===== src/rtl/ppm16_rx_ctrl_if.sv =====
// Demodulator control/data and byte-stream output bundle for ppm16_rx_ctrl.
// The master is the controller; the slave is the demod plus the byte consumer.
interface ppm16_rx_ctrl_if #(
  parameter int CHIP_BITS = 2
);
  logic                 demod_resetn;
  logic                 demod_rx_start;
  logic [CHIP_BITS-1:0] demod_corr_threshold;
  logic                 demod_packet_detected;
  logic                 demod_dout_valid;
  logic [3:0]           demod_dout;
  logic [7:0]           m_data;
  logic                 m_valid;
  logic                 m_ready;

  modport master (
    output demod_resetn, demod_rx_start, demod_corr_threshold, m_data, m_valid,
    input  demod_packet_detected, demod_dout_valid, demod_dout, m_ready
  );

  modport slave (
    input  demod_resetn, demod_rx_start, demod_corr_threshold, m_data, m_valid,
    output demod_packet_detected, demod_dout_valid, demod_dout, m_ready
  );
endinterface


===== src/rtl/ppm16_rx_ctrl.sv =====
// ppm16 receive sequencer: arms the demod, retries with lower threshold, packs nibbles into a byte FIFO.
// Output is registered one cycle behind a push; a full FIFO with no pop drops the byte and flags overflow.

module ppm16_rx_fifo #(
  parameter int W     = 8,
  parameter int DEPTH = 4
) (
  input  logic         clk,
  input  logic         rst,
  input  logic         wr_vld,
  input  logic [W-1:0] wr_dat,
  output logic         wr_rdy,
  output logic         rd_vld,
  output logic [W-1:0] rd_dat,
  input  logic         rd_rdy
);
  localparam int AW = $clog2(DEPTH);

  logic [W-1:0]  mem [DEPTH];
  logic [AW-1:0] wr_ptr, rd_ptr, rd_ptr_nxt;
  logic [AW:0]   cnt, cnt_nxt;
  logic          push, pop;

  // rd_vld always mirrors cnt != 0, so it doubles as the pop qualifier
  assign pop        = rd_vld & rd_rdy;
  assign wr_rdy     = (cnt != (AW+1)'(DEPTH)) | pop;
  assign push       = wr_vld & wr_rdy;
  assign rd_ptr_nxt = rd_ptr + AW'(pop);
  assign cnt_nxt    = cnt + (AW+1)'(push) - (AW+1)'(pop);

  always_ff @(posedge clk) begin
    if (push) mem[wr_ptr] <= wr_dat;
  end

  always_ff @(posedge clk or posedge rst) begin
    if (rst) begin
      wr_ptr <= '0;
      rd_ptr <= '0;
      cnt    <= '0;
      rd_vld <= 1'b0;
      rd_dat <= '0;
    end else begin
      wr_ptr <= wr_ptr + AW'(push);
      rd_ptr <= rd_ptr_nxt;
      cnt    <= cnt_nxt;
      rd_vld <= (cnt_nxt != '0);
      // the new head is the incoming byte when it lands in the head slot
      if (cnt_nxt != '0)
        rd_dat <= (push && (rd_ptr_nxt == wr_ptr)) ? wr_dat : mem[rd_ptr_nxt];
    end
  end
endmodule

module ppm16_rx_ctrl #(
  parameter int CHIP_BITS  = 2,
  parameter int TW         = 16,
  parameter int FIFO_DEPTH = 4
) (
  input  logic                 clk,
  input  logic                 reset,
  input  logic                 en,
  input  logic [CHIP_BITS-1:0] cfg_threshold_init,
  input  logic [CHIP_BITS-1:0] cfg_threshold_min,
  input  logic [TW-1:0]        cfg_timeout,
  input  logic [7:0]           cfg_len_bytes,
  ppm16_rx_ctrl_if.master      bus,
  output logic                 busy,
  output logic                 done,
  output logic                 timeout_err,
  output logic                 overflow,
  output logic [CHIP_BITS-1:0] retries
);
  localparam logic [2:0] S_IDLE   = 3'd0;
  localparam logic [2:0] S_HOLD   = 3'd1;
  localparam logic [2:0] S_ARM    = 3'd2;
  localparam logic [2:0] S_START  = 3'd3;
  localparam logic [2:0] S_SEARCH = 3'd4;
  localparam logic [2:0] S_RECV   = 3'd5;

  logic [2:0]           state;
  logic                 en_q;
  logic [CHIP_BITS-1:0] thr, thr_min;
  logic [TW-1:0]        timeout, timer;
  logic [7:0]           len_m1, byte_cnt;
  logic                 phase;
  logic [3:0]           hi_nib;
  logic                 push_vld, push_rdy, expired;
  logic [7:0]           push_dat;

  assign busy                     = (state != S_IDLE);
  assign bus.demod_resetn         = (state == S_ARM) || (state == S_START) ||
                                    (state == S_SEARCH) || (state == S_RECV);
  assign bus.demod_rx_start       = (state == S_START);
  assign bus.demod_corr_threshold = thr;
  assign expired                  = (timer == timeout - TW'(1));

  always_comb begin
    push_vld = (state == S_RECV) && en && bus.demod_dout_valid && phase;
    push_dat = {hi_nib, bus.demod_dout};
  end

  ppm16_rx_fifo #(.W(8), .DEPTH(FIFO_DEPTH)) u_fifo (
    .clk    (clk),
    .rst    (reset),
    .wr_vld (push_vld),
    .wr_dat (push_dat),
    .wr_rdy (push_rdy),
    .rd_vld (bus.m_valid),
    .rd_dat (bus.m_data),
    .rd_rdy (bus.m_ready)
  );

  always_ff @(posedge clk or posedge reset) begin
    if (reset) begin
      state       <= S_IDLE;
      en_q        <= 1'b0;
      thr         <= '0;
      thr_min     <= '0;
      timeout     <= '0;
      timer       <= '0;
      len_m1      <= '0;
      byte_cnt    <= '0;
      phase       <= 1'b0;
      hi_nib      <= '0;
      done        <= 1'b0;
      timeout_err <= 1'b0;
      overflow    <= 1'b0;
      retries     <= '0;
    end else begin
      en_q <= en;
      done <= 1'b0;
      if (state != S_IDLE && !en) begin
        state <= S_IDLE;
      end else begin
        case (state)
          S_IDLE: begin
            if (en && !en_q) begin
              thr         <= cfg_threshold_init;
              thr_min     <= cfg_threshold_min;
              timeout     <= cfg_timeout;
              len_m1      <= cfg_len_bytes - 8'd1;
              retries     <= '0;
              timeout_err <= 1'b0;
              overflow    <= 1'b0;
              byte_cnt    <= '0;
              phase       <= 1'b0;
              state       <= S_HOLD;
            end
          end
          S_HOLD:  state <= S_ARM;
          S_ARM:   state <= S_START;
          S_START: begin
            timer <= '0;
            state <= S_SEARCH;
          end
          S_SEARCH: begin
            if (bus.demod_packet_detected) begin
              timer <= '0;
              state <= S_RECV;
            end else if (expired) begin
              if (thr > thr_min) begin
                thr     <= thr - CHIP_BITS'(1);
                retries <= retries + CHIP_BITS'(1);
                state   <= S_HOLD;
              end else begin
                timeout_err <= 1'b1;
                state       <= S_IDLE;
              end
            end else begin
              timer <= timer + TW'(1);
            end
          end
          S_RECV: begin
            if (bus.demod_dout_valid) begin
              timer <= '0;
              if (!phase) begin
                hi_nib <= bus.demod_dout;
                phase  <= 1'b1;
              end else begin
                phase    <= 1'b0;
                byte_cnt <= byte_cnt + 8'd1;
                if (!push_rdy) overflow <= 1'b1;
                // len_m1 wraps to 255 when the configured length is 0 (256 bytes)
                if (byte_cnt == len_m1) begin
                  done  <= 1'b1;
                  state <= S_IDLE;
                end
              end
            end else if (expired) begin
              timeout_err <= 1'b1;
              state       <= S_IDLE;
            end else begin
              timer <= timer + TW'(1);
            end
          end
          default: state <= S_IDLE;
        endcase
      end
    end
  end
endmodule

===== src/flat_wrapper.sv =====
// flat-port wrapper written by rule: the top's interface ports become plain ports
module ppm16_rx_ctrl_flat 
#(
  parameter int CHIP_BITS  = 2,
  parameter int TW         = 16,
  parameter int FIFO_DEPTH = 4
)
  (clk, reset, en, cfg_threshold_init, cfg_threshold_min, cfg_timeout, cfg_len_bytes, busy, done, timeout_err, overflow, retries, bus_demod_resetn, bus_demod_rx_start, bus_demod_corr_threshold, bus_m_data, bus_m_valid, bus_demod_packet_detected, bus_demod_dout_valid, bus_demod_dout, bus_m_ready);
  ppm16_rx_ctrl_if #(.CHIP_BITS(CHIP_BITS)) bus_i ();
  input  logic clk;
  input  logic reset;
  input  logic en;
  input  logic [CHIP_BITS-1:0] cfg_threshold_init;
  input  logic [CHIP_BITS-1:0] cfg_threshold_min;
  input  logic [TW-1:0] cfg_timeout;
  input  logic [7:0] cfg_len_bytes;
  output logic busy;
  output logic done;
  output logic timeout_err;
  output logic overflow;
  output logic [CHIP_BITS-1:0] retries;
  output wire logic [$bits(bus_i.demod_resetn)-1:0] bus_demod_resetn;
  output wire logic [$bits(bus_i.demod_rx_start)-1:0] bus_demod_rx_start;
  output wire logic [$bits(bus_i.demod_corr_threshold)-1:0] bus_demod_corr_threshold;
  output wire logic [$bits(bus_i.m_data)-1:0] bus_m_data;
  output wire logic [$bits(bus_i.m_valid)-1:0] bus_m_valid;
  input wire logic [$bits(bus_i.demod_packet_detected)-1:0] bus_demod_packet_detected;
  input wire logic [$bits(bus_i.demod_dout_valid)-1:0] bus_demod_dout_valid;
  input wire logic [$bits(bus_i.demod_dout)-1:0] bus_demod_dout;
  input wire logic [$bits(bus_i.m_ready)-1:0] bus_m_ready;
  assign bus_demod_resetn = bus_i.demod_resetn;
  assign bus_demod_rx_start = bus_i.demod_rx_start;
  assign bus_demod_corr_threshold = bus_i.demod_corr_threshold;
  assign bus_m_data = bus_i.m_data;
  assign bus_m_valid = bus_i.m_valid;
  assign bus_i.demod_packet_detected = bus_demod_packet_detected;
  assign bus_i.demod_dout_valid = bus_demod_dout_valid;
  assign bus_i.demod_dout = bus_demod_dout;
  assign bus_i.m_ready = bus_m_ready;
  ppm16_rx_ctrl #(.CHIP_BITS(CHIP_BITS), .TW(TW), .FIFO_DEPTH(FIFO_DEPTH)) u_core (.clk(clk), .reset(reset), .en(en), .cfg_threshold_init(cfg_threshold_init), .cfg_threshold_min(cfg_threshold_min), .cfg_timeout(cfg_timeout), .cfg_len_bytes(cfg_len_bytes), .bus(bus_i), .busy(busy), .done(done), .timeout_err(timeout_err), .overflow(overflow), .retries(retries));
endmodule

===== config.mk =====
export PLATFORM = sky130hd
export DESIGN_NAME = ppm16_rx_ctrl_flat
export DESIGN_NICKNAME = d
export VERILOG_FILES = /design/src/rtl/ppm16_rx_ctrl_if.sv /design/src/rtl/ppm16_rx_ctrl.sv /design/src/flat_wrapper.sv
export SDC_FILE = /design/constraint.sdc
export NUM_CORES = 1
export LEC_CHECK = 0
export ABC_AREA = 1
export BUFFER_PORTS_ARGS = -buffer_cell sky130_fd_sc_hd__buf_2
export CORE_MARGIN = 1
export CORE_UTILIZATION = 35
export CTS_CLUSTER_SIZE = 40
export DETAILED_ROUTE_END_ITERATION = 7
export GPL_ROUTABILITY_DRIVEN = 0
export PLACE_DENSITY_LB_ADDON = 0.05
export SYNTH_ARGS = -nofsm -noshare
export SYNTH_HDL_FRONTEND = slang
export SYNTH_SLANG_ARGS = --single-unit

===== constraint.sdc =====
create_clock -name clk -period 7.8 [get_ports clk]
set_input_delay 0.39 -clock clk [delete_from_list [all_inputs] [get_ports clk]]
set_output_delay 0.39 -clock clk [all_outputs]
set_load 0.01 [all_outputs]

# == Yosys cells after proc, flatten, opt, wreduce, memory -nomap -nowiden ==
# Memory sizes are Yosys's and may differ from the RTL's. A register that Yosys moved wholly into a read port is not among the register bits.
# Cells that the tools add are included.
# op_classes
magnitude_cmp,1
n_eq_ne,23
n_bitwise,5
n_reduce_logical,26
add_sub_neg,10
n_mux,49
# ops
op,n
$mux W16,3
$pmux W16 S3,1
$mux W3,8
$mux W8,3
$mux W1,19
$pmux W3 S6,1
$add A16 B1 Y16 const B,1
$eq A16 B16 Y1,1
$mux W2,8
$pmux W8 S2,1
$sub A16 B1 Y16 const B,1
$ne A2 B2 Y1 const B,6
$ne A4 B3 Y1 const B,3
$reduce_and A6 Y1,2
$reduce_bool A3 Y1,4
$reduce_and A5 Y1,2
$add A8 B1 Y8 const B,1
$eq A8 B8 Y1,1
$ne A2 B1 Y1 const B,4
$pmux W2 S2,2
$reduce_and A4 Y1,2
$reduce_and A8 Y1,1
$sub A8 B1 Y8 const B,1
$eq A3 B2 Y1 const B,2
other kinds (23),36
# word_totals
mem_bits_rw,32
register_bits,74
memories,1
out_inout_bits,19
input_bits,38
wordCells,133
# memory_table
name,depth,width,rd,rd_clocked_by_memory_dff,write_ports,line_no,source
u_core.u_fifo.mem,4,8,1,1,1,ppm16_rx_ctrl.sv:19,logic [W-1:0] mem [DEPTH];

# == Longest topological paths before layout ==
# depth
word_depth,8
mapped_depth,19
ltp_nobuf,18

# == Hierarchy ==
# A second synthesis with hierarchy kept.
# hier_totals
cells_unflattened,848
area_unflattened_um2,6617.6
# modules_own_cells
module,area_per_inst_um2,seq_area_each_um2,n_inst,cells_each
ppm16_rx_ctrl,4480.5,1651.6,1,644
ppm16_rx_fifo,2137.0,1361.3,1,204

# == Worst setup path after synthesis ==
# Ideal clock, no wire load.
# synth_path
kind,reg2reg
from,register u_core.state[1]
to,register u_core.u_fifo.rd_dat[4] (read register of u_core.u_fifo.mem)
synth_period_minus_slack_ns,3.043
arrival_ns,2.918
path_buffers,1
slack_ns,4.757
required_time_ns,7.675
setup_time_ns,0.125
stages_incl_launch_ff,16
cell_sequence,dfrtp_1 inv_1 nand3_4 nor2_4 nand2_4 nor3_4 inv_1 ha_1 inv_1 ha_1 inv_1 fa_1 inv_1 or3_1 clkbuf_1 mux2_4
# synth_via
elab_chain_len,8
# synth_rtl
item,line_no,source
from (decl),ppm16_rx_ctrl.sv:80,logic [2:0] state;
from (signal assigned),ppm16_rx_ctrl.sv:115,state <= S_IDLE;
from (signal assigned),ppm16_rx_ctrl.sv:133,state <= S_IDLE;
from (signal assigned),ppm16_rx_ctrl.sv:147,state <= S_HOLD;
$eq A3 B3 Y1,ppm16_rx_ctrl.sv:98,push_vld = (state == S_RECV) && en && bus.demod_dout_valid && phase;
$logic_and A1 B1 Y1 (3 in a row),ppm16_rx_ctrl.sv:98,
$and A1 B1 Y1,ppm16_rx_ctrl.sv:27,assign push = wr_vld & wr_rdy;
$add A3 B1 Y3,ppm16_rx_ctrl.sv:29,assign cnt_nxt = cnt + (AW+1)'(push) - (AW+1)'(pop);
$sub A3 B1 Y3,ppm16_rx_ctrl.sv:29,
net u_core.u_fifo.cnt_nxt[1],ppm16_rx_ctrl.sv:21,"logic [AW:0] cnt, cnt_nxt;"
$reduce_bool A3 Y1,ppm16_rx_ctrl.sv:48,if (cnt_nxt != '0)
to (decl),ppm16_rx_ctrl.sv:14,"output logic [W-1:0] rd_dat,"
# The timed path passes the listed nets, and every way through them passes these cells.
# A chain may end at the register's enable or synchronous reset.

# == Final worst setup path ==
# layout_path
from,register u_core.state[2]
to,register u_core.u_fifo.rd_dat[5] (read register of u_core.u_fifo.mem)
# Same word-level chain as after synthesis.

==> impl_metrics.tcl <==
set metrics [dict create \
    drive_gt1_frac 0.155 \
    path_class "register to register" \
    grt_pass1_wl_mm 24.6 \
    cts_resized 0 \
    drt-total-wl_mm 14.6 \
    tightest_slew_ps 1060 \
    htreeDepth 4 \
    io_pins 57 \
    overflow 0 \
    portBuffers 56 \
    syn_nets 770 \
    power.density_nw_per_um2 380 \
    max_freq_mhz 299 \
    hold_depth 3 \
    rows 47 \
    power.switching_mw 1.06 \
    hp-start "cfg_threshold_min[0]" \
    syn_inst 721 \
    fin_area_um2 7190 \
    fin_tns_setup_ps 0 \
    synth_top_area_share 0.338 \
    hold_viol_final 0 \
    async_flop_share 0.719 \
    critPathMaxFanout 9 \
    dieArea_um2 17900 \
    grt_pass1_vias 4880 \
    yosysWarnings 0 \
    grt_max_degree 58 \
    cp_common_cell "inv_1" \
    clk_pin_slew_ps 60 \
    status "finished clean" \
    dp_hpwl_mm 10.5 \
    p_clk_frac 0.291 \
    die_h_um 134 \
    sequentialPowerShare 0.340 \
    slew_viol_final 0 \
    slowest_stage "or3_1" \
    max-clock-path-buffers 2 \
    insertion_delay_ps 410 \
    synth-edff-count 32 \
    syn_area_um2 6080 \
    initial_core_util 0.363 \
    drt_iter0_drc 222 \
    pwr-share-comb 0.369 \
    syn_area_per_cell_um2 8.43 \
    cp-start-kind "register" \
    ir_drop_mv 0.167 \
    r2r_cells 13 \
    grt_util_all_layers 0.178 \
    drtAntennaViolNets 0 \
    r2r-end "u_core.u_fifo.rd_dat[5]$_DFFE_PP0P_" \
    vias_per_cell 4.77 \
    synth_commonest_cells "206 x nand2_1, 92 x inv_1, 82 x dfrtp_1" \
    synthFlopType "dfrtp_1" \
    setup_violations 0 \
    worstHoldEndpoint "u_core.thr_min[0]$_DFFE_PP0P_" \
    post-route-period-util 0.428 \
    fin_nets 835 \
    die_x_um 134 \
    clock-sinks 114 \
    firstDrtPassIters 8 \
    internal-power_mw 1.68 \
    numCtsBuffers 17 \
    ys_top_cells_by_area "dfrtp_1 34%, edfxtp_1 16%, nand2_1 13%" \
    syn2layout_area_growth_pct 18.4 \
    yosysTopAreaCell "dfrtp_1" \
    power.leakage_nw 3.48 \
    rsz0062_at_grt "no" \
    end_kind "register" \
    antenna_found_initial 0 \
    antenna_cells 0 \
    dp.cells 986 \
    synth.ff_latch_count 114 \
    cts_root_buf "clkbuf_16" \
    crit_chain "nand3_4, nor2_4, nand2_4, nor3_4, inv_1, ha_1, inv_1, ha_1, inv_1, fa_1, inv_1, or3_1, mux2_4" \
    synth.most_common_cell "nand2_1" \
    switching_share 0.388 \
    seq_area_frac_synth 0.496 \
    cts_tree "yes" \
    rrSetupSlack_ps 4460 \
    drcViolationCount 0 \
    min_period_ps 3340 \
    crit_path_max_incr_delay_ps 600 \
    worst_hold_path_type "input port to register" \
    rr_startpoint "u_core.state[2]$_DFFE_PP0P_" \
    required_ps 8100 \
    drv_cap 0 \
    wl_per_cell_um 14.3 \
    fin_cells 1019 \
    core_area_um2 16800 \
    synth_cell_types 40 \
    dpl_cell_area_um2 6590 \
    critPathArrivalTime_ps 3640 \
    via_count 4856 \
    relSlewSlack 0.293 \
    skew_ps 6.80 \
]
[critical path: cells and delay by family (launching register included)]
| family | cells | cell delay [ps] |
|---|---|---|
| multiplexers | 1 | 380 |
| AND/OR/NAND/NOR | 5 | 1220 |
| flip-flops | 1 | 490 |
| buffers and inverters | 4 | 250 |
| adder cells (fa/ha/maj) | 3 | 880 |
[registers in the layout, summed over array words and instances, names as in the netlist, 3 cells and up]
register,flops
u_core.byte_cnt,8
u_core.hi_nib,4
u_core.len_m1,8
u_core.state,3
u_core.timeout,16
u_core.timer,16
u_core.u_fifo.cnt,3
u_core.u_fifo.mem,32
u_core.u_fifo.rd_dat,8
[cells in the final DEF (no fill, tap or decap), types with 3 or more instances in the layout]
cell type    n
clkinv_4     3
dfrtp_1     82
inv_6        5
ha_1        10
edfxtp_1    32
clkbuf_16   17
a21oi_1      8
nand3b_1     3
nor3_1       9
buf_2       56
mux2_2      16
o211ai_1     5
mux2i_1      9
nor4_1       6
buf_4        3
o21ai_0     56
nor2_1      75
inv_1       91
or2_2        3
nand3_1     33
nand4_1      6
mux2_4       4
nand2_1    206
xor2_1      14
a31oi_1      3
xnor2_1     15
[area by class of cell]
| class | instances | area (um^2) |
|---|---|---|
| fillers | 1680 | 9570 |
| flip-flops and latches | 114 | 3010 |
| multi-input cells | 501 | 2650 |
| clock buffers | 17 | 425 |
| inverters | 92 | 347 |
| repair buffers | 60 | 313 |
| well taps | 220 | 275 |
| clock inverters | 15 | 173 |
[per-layer routing]
metal | global-route usage | part of all wire
met4 | 0.0549 | 0.0087
met2 | 0.282 | 0.45
met5 | 0 | 0
met3 | 0.0351 | 0.036
met1 | 0.246 | 0.50
[repair_timing]
action,in CTS,in global routing
hold endpoints to repair,25,0
setup endpoints to repair,0,0
hold buffers,1,0
setup buffers,0,0
[metrics by stage]
stage	utilization	total power, mW	hold slack (ps)	setup WS, ps
after CTS	0.429	2.77	157	4440
after global routing	0.429	2.96	176	4280
final	0.429	2.74	175	4460
after global placement	0.393	1.94	428	4540
after floorplan	-	1.67	421	4760
after detailed placement	0.393	1.96	429	4470
[worst max path at each step]
stage,from,slack (ps),depth (start not counted),end
6_report,u_core.state[2]$_DFFE_PP0P_,4460,13,u_core.u_fifo.rd_dat[5]$_DFFE_PP0P_
5_1_grt,u_core.state[2]$_DFFE_PP0P_,4280,13,u_core.u_fifo.rd_dat[4]$_DFFE_PP0P_
4_1_cts,u_core.state[2]$_DFFE_PP0P_,4440,13,u_core.u_fifo.rd_dat[5]$_DFFE_PP0P_
3_5_place_dp,u_core.state[2]$_DFFE_PP0P_,4470,13,u_core.u_fifo.rd_dat[5]$_DFFE_PP0P_
3_3_place_gp,u_core.state[2]$_DFFE_PP0P_,4540,13,u_core.u_fifo.rd_dat[4]$_DFFE_PP0P_
2_1_floorplan,u_core.state[1]$_DFFE_PP0P_,4760,15,u_core.u_fifo.rd_dat[4]$_DFFE_PP0P_
[power groups by stage]
stage | logic (mW) | registers [mW] | clock network [mW]
final | 1.01 | 0.930 | 0.796
after global routing | 1.17 | 0.956 | 0.843
after CTS | 1.02 | 0.933 | 0.815
after detailed placement | 1.02 | 0.943 | 0
after global placement | 1.00 | 0.936 | 0
after floorplan | 0.764 | 0.911 | 0
[logic make-up after synthesis]
logic type,share of synthesized area
adders and majority gates,0.0239
DFF,0.496
muxes,0.0543
AOI/OAI and AO/OA,0.0685
xor gates and xnor gates,0.0418
and+or+nand+nor,0.247
buffers and inverters,0.0685
Power figures use the tool's default switching activity.
